`src/rtl/regfile_pkg.sv`:
```
// Shared types and constants for the integer register file with pending-writeback scoreboard.
package regfile_pkg;

    typedef enum logic {RF_CLEAR, RF_READY} rf_state_t;

    localparam int ZERO_REG = 0;

endpackage

```
`src/rtl/rf_scoreboard.sv`:
```
// Busy-bit scoreboard: one bit per register, set on issue and cleared on writeback.
// Produces the per-read-port pending flags that feed the hazard/stall unit.
module rf_scoreboard
    import regfile_pkg::*;
#(
    parameter int ADDRESS_WIDTH = 5,
    parameter int NUM_READ      = 2
) (
    input  logic                              clk,
    input  logic                              rst_n,
    input  logic                              ready,
    input  logic                              write_en,
    input  logic [ADDRESS_WIDTH-1:0]          write_addr,
    input  logic                              issue_en,
    input  logic [ADDRESS_WIDTH-1:0]          issue_addr,
    input  logic [NUM_READ*ADDRESS_WIDTH-1:0] read_addr,
    output logic [NUM_READ-1:0]               pending
);

    localparam int                     DEPTH     = 2 ** ADDRESS_WIDTH;
    localparam logic [ADDRESS_WIDTH-1:0] ZERO_ADDR = ADDRESS_WIDTH'(ZERO_REG);

    logic [DEPTH-1:0] busy_q, busy_d;
    logic             wr_ok, iss_ok;

    // NOTE: every signal gets a default before any branch, otherwise a latch is inferred.
    always_comb begin
        busy_d = busy_q;
        wr_ok  = ready && write_en && (write_addr != ZERO_ADDR);
        iss_ok = ready && issue_en && (issue_addr != ZERO_ADDR);
        if (wr_ok)  busy_d[write_addr] = 1'b0;
        // Applied after the clear so a same-cycle issue to the same register wins.
        if (iss_ok) busy_d[issue_addr] = 1'b1;
    end

    // NOTE: sequential state uses non-blocking assignment under an async active-low reset.
    always_ff @(posedge clk or negedge rst_n) begin
        if (!rst_n) busy_q <= '0;
        else        busy_q <= busy_d;
    end

    for (genvar i = 0; i < NUM_READ; i++) begin : g_port
        logic [ADDRESS_WIDTH-1:0] addr;
        assign addr       = read_addr[i*ADDRESS_WIDTH +: ADDRESS_WIDTH];
        assign pending[i] = ready &
                            ((busy_q[addr] & ~(write_en & (write_addr == addr))) |
                             (issue_en & (issue_addr == addr) & (addr != ZERO_ADDR)));
    end

endmodule

```
`src/rtl/regfile_scoreboard.sv`:
```
// Integer register file: NUM_READ bypassed read ports, one write port, optional registered
// reads, post-reset clear sequencer and per-register pending tracking.
module regfile_scoreboard
    import regfile_pkg::*;
#(
    parameter int ADDRESS_WIDTH   = 5,
    parameter int DATA_WIDTH      = 32,
    parameter int NUM_READ        = 2,
    parameter int READ_REGISTERED = 0,
    parameter int PROBE_ADDR      = 10
) (
    input  logic                              iClk,
    input  logic                              iRstN,
    input  logic                              iWriteEn,
    input  logic [ADDRESS_WIDTH-1:0]          iWriteAddress,
    input  logic [DATA_WIDTH-1:0]             iDataIn,
    input  logic                              iIssueEn,
    input  logic [ADDRESS_WIDTH-1:0]          iIssueAddress,
    input  logic [NUM_READ*ADDRESS_WIDTH-1:0] iReadAddress,
    output logic [NUM_READ*DATA_WIDTH-1:0]    oRegData,
    output logic [NUM_READ-1:0]               oPending,
    output logic [DATA_WIDTH-1:0]             oProbe,
    output logic                              oReady
);

    localparam int                       DEPTH     = 2 ** ADDRESS_WIDTH;
    localparam logic [ADDRESS_WIDTH-1:0] ZERO_ADDR = ADDRESS_WIDTH'(ZERO_REG);
    localparam logic [ADDRESS_WIDTH-1:0] PROBE_IDX = ADDRESS_WIDTH'(PROBE_ADDR);

    rf_state_t                state_q, state_d;
    logic [ADDRESS_WIDTH-1:0] clr_cnt_q, clr_cnt_d;
    logic                     ready;
    logic                     mem_we;
    logic [ADDRESS_WIDTH-1:0] mem_waddr;
    logic [DATA_WIDTH-1:0]    mem_wdata;
    logic [DATA_WIDTH-1:0]    mem_q [DEPTH];

    assign ready  = (state_q == RF_READY);
    assign oReady = ready;

    always_comb begin
        state_d   = state_q;
        clr_cnt_d = clr_cnt_q;
        mem_we    = 1'b0;
        mem_waddr = iWriteAddress;
        mem_wdata = iDataIn;
        case (state_q)
            RF_CLEAR: begin
                mem_we    = 1'b1;
                mem_waddr = clr_cnt_q;
                mem_wdata = '0;
                clr_cnt_d = clr_cnt_q + ADDRESS_WIDTH'(1);
                if (clr_cnt_q == '1) state_d = RF_READY;
            end
            RF_READY: mem_we = iWriteEn && (iWriteAddress != ZERO_ADDR);
            default:  state_d = RF_CLEAR;
        endcase
    end

    always_ff @(posedge iClk or negedge iRstN) begin
        if (!iRstN) begin
            state_q   <= RF_CLEAR;
            clr_cnt_q <= '0;
        end else begin
            state_q   <= state_d;
            clr_cnt_q <= clr_cnt_d;
        end
    end

    // NOTE: the array has no reset; the clear sequencer zeroes it and outputs are masked until then.
    always_ff @(posedge iClk) begin
        if (mem_we) mem_q[mem_waddr] <= mem_wdata;
    end

    assign oProbe = ready ? mem_q[PROBE_IDX] : '0;

    for (genvar i = 0; i < NUM_READ; i++) begin : g_read
        logic [ADDRESS_WIDTH-1:0] raddr;
        logic                     bypass;
        logic [DATA_WIDTH-1:0]    rdata_d;

        assign raddr  = iReadAddress[i*ADDRESS_WIDTH +: ADDRESS_WIDTH];
        assign bypass = ready && iWriteEn && (iWriteAddress == raddr) && (raddr != ZERO_ADDR);

        always_comb begin
            rdata_d = mem_q[raddr];
            if (!ready || raddr == ZERO_ADDR) rdata_d = '0;
            else if (bypass)                  rdata_d = iDataIn;
        end

        if (READ_REGISTERED != 0) begin : g_registered
            logic [DATA_WIDTH-1:0] rdata_q;
            always_ff @(posedge iClk or negedge iRstN) begin
                if (!iRstN) rdata_q <= '0;
                else        rdata_q <= rdata_d;
            end
            assign oRegData[i*DATA_WIDTH +: DATA_WIDTH] = rdata_q;
        end else begin : g_comb
            assign oRegData[i*DATA_WIDTH +: DATA_WIDTH] = rdata_d;
        end
    end

    rf_scoreboard #(
        .ADDRESS_WIDTH(ADDRESS_WIDTH),
        .NUM_READ     (NUM_READ)
    ) u_scoreboard (
        .clk       (iClk),
        .rst_n     (iRstN),
        .ready     (ready),
        .write_en  (iWriteEn),
        .write_addr(iWriteAddress),
        .issue_en  (iIssueEn),
        .issue_addr(iIssueAddress),
        .read_addr (iReadAddress),
        .pending   (oPending)
    );

endmodule

```
`config.mk`:
```
export PLATFORM = sky130hd
export DESIGN_NAME = regfile_scoreboard
export DESIGN_NICKNAME = d
export VERILOG_FILES = /design/src/rtl/regfile_pkg.sv /design/src/rtl/rf_scoreboard.sv /design/src/rtl/regfile_scoreboard.sv
export SDC_FILE = /design/constraint.sdc
export NUM_CORES = 1
export LEC_CHECK = 0
export CORE_MARGIN = 8
export CORE_UTILIZATION = 31
export CTS_CLUSTER_SIZE = 14
export DETAILED_ROUTE_END_ITERATION = 8
export PLACE_DENSITY = 0.48
export SYNTH_ARGS = -nofsm -noshare
export SYNTH_HDL_FRONTEND = slang
export SYNTH_HIERARCHICAL = 1
export SYNTH_SLANG_ARGS = --single-unit
```
`constraint.sdc`:
```
create_clock -name iClk -period 3.85 [get_ports iClk]
set_input_delay 1.155 -clock iClk [delete_from_list [all_inputs] [get_ports iClk]]
set_output_delay 1.155 -clock iClk [all_outputs]
set_load 0.1 [all_outputs]
```
==> results of run 1 <==
==> logic make-up (layout without fill, tap and decap cells) <==
kind of cell | count (synthesis) | in the layout | share of synthesized area, %
mux | 704 | 704 | 25.3
compound gates | 448 | 448 | 5.40
other cells | 0 | 3 | 0
buf+inv | 248 | 1064 | 2.68
xor+xnor | 33 | 33 | 0.565
flops | 1062 | 1062 | 61.9
simple gates | 409 | 409 | 4.07
fa+ha+maj | 2 | 2 | 0.0489
==> synth_stat cells, drive strengths merged, types with 38 or more instances <==
| library cell | number |
|---|---|
| and2 | 66 |
| edfxtp | 1024 |
| nor2 | 143 |
| nand2 | 69 |
| dfrtp | 38 |
| mux2i | 81 |
| buf | 164 |
| mux4 | 454 |
| mux2 | 169 |
| clkbuf | 80 |
| o22ai | 129 |
| o21ai | 165 |
==> per-stage QoR <==
step	util (%)	power, mW
2_1_floorplan	-	15.4
3_3_place_gp	37.6	17.1
3_5_place_dp	37.6	17.1
4_1_cts	42.4	28.9
5_1_grt	43.2	29.6
6_report	43.2	28.8
==> flip-flops by register name, indices dropped and copies added, names as in the netlist <==
register             cells
mem_q                 1024
clr_cnt_q                5
oReady                   1
u_scoreboard/busy_q     32
==> per-layer routing <==
metal | vias up | global-route usage, %
met2 | 1618 | 35.0
met1 | 18108 | 28.3
met5 | - | 0
met4 | 0 | 7.72
li1 | 13702 | -
met3 | 307 | 4.02
==> power by group <==
part	leakage [nW]	switching (mW)	total, mW	internal, mW
Sequential	9.72	0.0390	12.8	12.7
Combinational	12.3	2.68	4.84	2.16
Clock	1.86	4.77	11.2	6.46
Total	23.9	7.49	28.8	21.4
==> worst max path at each step <==
stage | start | to | slack, ns | cells after the start
floorplan | iReadAddress[0] | oRegData[21] | -0.34 | 9
global route | iReadAddress[0] | oRegData[8] | -0.53 | 9
CTS | iReadAddress[1] | oRegData[27] | -0.55 | 10
detailed placement | iReadAddress[5] | oRegData[36] | -1.0 | 11
global placement | iReadAddress[5] | oRegData[37] | -1.02 | 10
finish | iReadAddress[0] | oRegData[8] | -0.52 | 9
==> layout make-up <==
cell class | instances | area, µm²
Clock buffer | 140 | 3060
Inverter | 4 | 15.0
Timing Repair Buffer | 847 | 11600
Clock inverter | 73 | 751
Multi-Input combinational cell | 1596 | 21200
Antenna cell | 3 | 7.51
Tap cell | 2189 | 2740
Sequential cell | 1062 | 31700
Fill cell | 14284 | 93400
==> repair_timing <==
| action | CTS | global route |
|---|---|---|
| cloned | 46 | 14 |
| setup endpoints to repair | 66 | 66 |
| pin swaps | 114 | 132 |
| setup buffers | 102 | 60 |
| gates resized for setup | 442 | 207 |
==> key figures, run 1 <==
Outcome
  • Outcome: finished, violations left
  • Failing checks: setup timing

GRT
  • Pin count of the biggest net entering global routing: 79
  • GRT Total Usage: 21.3%
  • Initial antenna violation count: 4
  • First-pass GRT wire length: 275000 µm
  • Vias in the first global route: 35.6k
  • Overflow after GRT: 0

STA
  • Setup-failing EPs final: 66
  • RSZ-0062 raised after global routing: yes
  • Post-route minimum period: 4.37 ns
  • Hold_ws: 0.424 ns
  • Fmax: 229 MHz
  • Clock Skew: 0.0409 ns
  • Worst-Margin Slew: 1.07 ns
  • Max_slew headroom: 28.4%
  • Worst Slack Setup Final: -0.518 ns
  • Final hold vios: 0
  • Setup TNS: -25.10 ns
  • Pins Over Slew Limit: 0
  • Final Cycle Share: 113%

Die
  • Core area: 164000 µm²
  • Initial Util: 31.1%
  • IO Count: 155
  • Die Footprint: 178000 µm²
  • FP Rows: 149
  • Die width: 422 µm
  • Die Y: 422 µm

Logic synthesis
  • Post-Syn Instances: 2906
  • EDFF count, synth: 1024
  • Ys async rst share: 3.58%
  • Syn Std Cell Area: 51200 µm²
  • Synth Flop Type: edfxtp_1
  • Seq/Total Area, Yosys: 61.9%
  • Synth Warn #: 6
  • Post-synth net total: 2964
  • Seq cells post-synth: 1062
  • Top cell type by total area after synthesis: edfxtp_1
  • Avg Inst Size Synth: 17.6 µm²
  • Post-synth top area share: 60.1%
  • Synth area leaders: edfxtp_1, mux4_2, mux2_2
  • Yosys cell types: 65

Power and ir drop
  • Pwr dens: 406 nW/µm²
  • Worst VDD drop: 371 µV
  • Pleak: 23.9 nW

Setup path
  • Reg2reg end: mem_q[9][20]
  • CP max stage delay: 0.55 ns
  • Crit Path Max Fanout: 7
  • CP Cell Sequence: buf_16 -> buf_12 -> buf_8 -> buf_12 -> mux4_2 -> o22ai_4 -> or4_4 -> a31oi_4 -> buf_12
  • Worst EP required: 2.69 ns
  • Worst r2r src: oReady
  • Critical Path Most Common Cell: buf_12
  • Critical path buffers and inverters: 5
  • CP max stage cell: or4_4
  • Worst Setup End Kind: output pin
  • FF-to-FF setup slack: 1.05 ns
  • Delay-heaviest family, CP: buffers and inverters
  • Startpoint types: input pin
  • Critical Path AT: 3.21 ns
  • FF-to-FF path depth: 8
  • Crit path kind: in2out

Placement
  • Placed cell areas: 61800 µm²
  • Place WS: -0.999 ns
  • Placed insts: 5524
  • Detail Placement HPWL: 122000 µm
  • Routability cong.: 0.825
  • Buffers on Ports: 154

Drt
  • WL met2: 95300 µm
  • DRC Markers: 0
  • Initial drt markers: 3537
  • Met1 WL: 80100 µm
  • Wire length per cell: 33.6 µm
  • DR vias: 33.7k
  • Met3 WL: 16000 µm
  • Top Layer Used: met4
  • Post-DRT Antenna Nets: 0
  • WL final: 199000 µm
  • TritonRoute pass-1 iters: 5
  • Number of vias per cell: 5.70

Layout
  • Cell area after layout: 71000 µm²
  • Layout Cells excl Fill: 5914
  • P&R area growth vs syn: 38.8%
  • Layout cell share with drive strength beyond 1: 52.8%
  • Post-layout net count: 3687
  • Commonest non-fill, non-tap cell in the layout: edfxtp_1
  • Most frequent cells in the layout: edfxtp_1, mux4_2, buf_4

Clock tree
  • Clock Tree Buf Depth: 3
  • TritonCTS Buffers: 118
  • CTS tree: done
  • Clk Latency, worst-skew pair: 0.77 ns
  • H-tree Lvls: 3
  • Sink Count: 1062
  • Hold buffers post-CTS: 0
  • Worst-path clk slew: 0.06 ns
  • CTS root buf: clkbuf_16

Min path
  • Hold Startpoint: u_scoreboard/busy_q[0]
  • Hold endpoint: u_scoreboard/busy_q[0]
  • Hold path depth: 0
  • Hold crit path type: reg2reg

Job
  • Max Cap Viol: 0
(Power assumes the default switching activity.)
==> inputs of run 2 (changes only) <==
--- a/config.mk
+++ b/config.mk
@@ -5,11 +5,12 @@
 export SDC_FILE = /design/constraint.sdc
 export NUM_CORES = 1
 export LEC_CHECK = 0
+export CORE_ASPECT_RATIO = 0.7
 export CORE_MARGIN = 8
 export CORE_UTILIZATION = 31
 export CTS_CLUSTER_SIZE = 14
 export DETAILED_ROUTE_END_ITERATION = 8
-export PLACE_DENSITY = 0.48
+export PLACE_DENSITY = 0.47
 export SYNTH_ARGS = -nofsm -noshare
 export SYNTH_HDL_FRONTEND = slang
 export SYNTH_HIERARCHICAL = 1
==> constraint.sdc (replaced) <==
create_clock -name iClk -period 5.7 [get_ports iClk]
set_input_delay 1.71 -clock iClk [delete_from_list [all_inputs] [get_ports iClk]]
set_output_delay 1.71 -clock iClk [all_outputs]
set_load 0.005 [all_outputs]
==> key figures, run 2 (same netlist as run 1, synthesis figures left out) <==
Outcome
  • Outcome: completed

Layout
  • ANT cells: 0 (-3)
  • Most frequent cells in the layout: edfxtp_1, mux4_2, buf_4
  • P&R area growth vs syn: 24.3%
  • Max reg flops: 1024 (unchanged)
  • Commonest non-fill, non-tap cell in the layout: edfxtp_1
  • Layout Cells excl Fill: 5671 (-4.1%)
  • # fillers: 14.8k (+3.9%)
  • Cell area after layout: 63600 µm² (-10%)
  • Top Registers: mem_q x1024, u_scoreboard/busy_q x32, clr_cnt_q x5
  • Final core occ: 38.9% (-4.3 points)
  • Reg with most FFs: mem_q
  • Post-layout net count: 3437 (-6.8%)
  • Layout cell share with drive strength beyond 1: 40.1% (-13 points)

Power and ir drop
  • Comb power frac: 11.9% (-4.9 points)
  • Switch Pwr: 4.30 mW (-43%)
  • Reg power frac: 49.0% (+4.7 points)
  • Net Sw Frac: 24.4% (-1.6 points)
  • P_int: 13.3 mW (-38%)
  • Pwr dens: 277 nW/µm² (-32%)
  • Worst VDD drop: 250 µV (-33%)
  • Pleak: 20.8 nW (-13%)
  • Clock power frac: 39.2% (+0.3 points)
  • Power Total: 17.6 mW (-39%)

STA
  • Post-route minimum period: 5.67 ns
  • Final hold vios: 0 (unchanged)
  • Worst Slack Setup Final: 0.0260 ns (+0.544 ns)
  • RSZ-0062 raised after global routing: yes
  • Setup-failing EPs final: 0 (-100%)
  • Final Cycle Share: 99.5%
  • Clock Skew: 0.0281 ns (-0.0128 ns)
  • Hold_ws: 0.416 ns (-0.00814 ns)
  • Pins Over Slew Limit: 0 (unchanged)
  • Worst-Margin Slew: 1.34 ns (+0.266 ns)
  • Fmax: 176 MHz
  • Setup TNS: 0 ns (+25.10 ns)
  • Max_slew headroom: 10.6% (-18 points)

Clock tree
  • Worst-path clk slew: 0.07 ns (about the same)
  • TritonCTS Buffers: 108 (-8.5%)
  • CTS tree: done
  • Clock Tree Buf Depth: 3 (unchanged)
  • Sink Count: 1062 (unchanged)
  • H-tree Lvls: 3 (unchanged)
  • Clk Latency, worst-skew pair: 0.73 ns (-0.04 ns)
  • CTS root buf: clkbuf_16

Drt
  • WL final: 189000 µm (-4.9%)
  • DRC Markers: 0 (unchanged)
  • Wire length per cell: 33.3 µm (-0.86%)
  • Initial drt markers: 3763 (+6.4%)
  • Number of vias per cell: 5.80 (+1.6%)
  • DR vias: 32.9k (-2.6%)
  • TritonRoute pass-1 iters: 5 (unchanged)
  • Post-DRT Antenna Nets: 0 (unchanged)

Placement
  • Place WS: -0.764 ns (+0.235 ns)
  • Placed insts: 5419 (-1.9%)
  • Buffers on Ports: 154 (unchanged)
  • Routability cong.: 0.838 (+1.6%)
  • Placed cell areas: 58900 µm² (-4.7%)
  • Detail Placement HPWL: 120000 µm (-2.0%)

GRT
  • Overflow after GRT: 0 (unchanged)
  • Vias in the first global route: 33.5k (-5.7%)
  • Initial antenna violation count: 9 (+5)
  • GR Util met2: 30.9% (-4.1 points)
  • GRT Total Usage: 20.6% (-0.73 points)
  • M1 GR Usage: 31.1% (+2.8 points)
  • GR peak layer: met1
  • Pin count of the biggest net entering global routing: 55 (-30%)
  • First-pass GRT wire length: 264000 µm (-3.9%)
  • Met3 usage: 3.91% (-0.10 points)

Die
  • FP Rows: 124 (-17%)
  • Die width: 502 µm (+19%)
  • Initial Util: 31.3% (+0.14 points)
  • Core area: 164000 µm² (-0.45%)
  • IO Count: 155 (unchanged)
  • Die Y: 356 µm (-16%)
  • Die Footprint: 179000 µm² (+0.12%)

Job
  • Max Cap Viol: 0 (unchanged)

Min path
  • Hold path depth: 0 (unchanged)
  • Hold endpoint: u_scoreboard/busy_q[0]
  • Hold crit path type: reg2reg
  • Hold Startpoint: u_scoreboard/busy_q[0]

Setup path
  • Startpoint types: input pin
  • Worst r2r src: oReady
  • FF-to-FF path depth: 5 (-3)
  • Worst EP required: 3.99 ns (+1.30 ns)
  • FF-to-FF setup slack: 2.31 ns (+1.26 ns)
  • Reg2reg end: mem_q[13][18]
  • Critical Path AT: 3.96 ns (+0.75 ns)
  • Crit Path Max Fanout: 17 (+10)
  • Crit path kind: in2out
  • Worst Setup End Kind: output pin
==> run 2: cell count changes in the layout (fill, tap and decap cells not counted), moves of 31 or more <==
cell / delta
nor2_4: -31
clkdlybuf4s50_1: +44
o21ai_0: +31
a31oi_4: -31
buf_4: -73
buf_12: -132
nor2_1: +42
buf_16: -50
buf_6: -48
o22ai_1: +39
==> run 2: layout make-up <==
| type | instances | area, µm² | area share (%) |
|---|---|---|---|
| Clock buffer | 132 | 2850 | 4.49 |
| Timing Repair Buffer | 607 | 6790 | 10.7 |
| Clock inverter | 65 | 485 | 0.763 |
| Multi-Input combinational cell | 1596 | 19000 | 29.9 |
| Inverter | 4 | 15.0 | 0.0236 |
| Sequential cell | 1062 | 31700 | 49.8 |
| Tap cell | 2205 | 2760 | 4.34 |
==> run 2: power by group through the flow <==
stage,logic [mW],registers [mW],clock network (mW)
after detailed placement,1.99,8.80,0
final,2.09,8.63,6.91
after global placement,1.97,8.79,0
after CTS,2.06,8.63,7.06
after global routing,2.20,8.63,7.36
after floorplan,0.998,8.79,0
==> run 2: worst max-delay path: stages <==
cell and delay, ns:
buf_12 0.16, buf_12 0.19, buf_16 0.20, mux4_2 0.51, mux2_2 0.27, o211ai_1 0.36, buf_4 0.18, a31oi_1 0.08
clkdlybuf4s15_2 0.23
==> run 2: how the worst max path moves through the flow <==
| stage | slack [ns] | depth (start not counted) | startpoint | to |
|---|---|---|---|---|
| 6_report | 0.03 | 9 | iReadAddress[0] | oRegData[17] |
| 5_1_grt | -0.04 | 10 | iWriteAddress[1] | oRegData[14] |
| 4_1_cts | -0.15 | 12 | iReadAddress[5] | oRegData[54] |
| 3_5_place_dp | -0.76 | 10 | iReadAddress[5] | oRegData[57] |
| 3_3_place_gp | -0.76 | 10 | iReadAddress[5] | oRegData[57] |
| 2_1_floorplan | 0.74 | 8 | iReadAddress[6] | oRegData[52] |
==> run 2: metal layers <==
layer	up-vias	share of wire [%]
li1	13180	-
met1	17778	45
met2	1677	44
met3	238	8.6
met4	0	2.1
met5	-	0
==> run 2: timing repair <==
item | in CTS | in global routing
setup buffers | 27 | 25
endpoints found under the setup margin | 64 | 54
gates resized for setup | 208 | 73
hold buffers | 0 | 0
pin swaps | 32 | 23
cloned | 4 | 0
hold endpoints to repair | 0 | 0
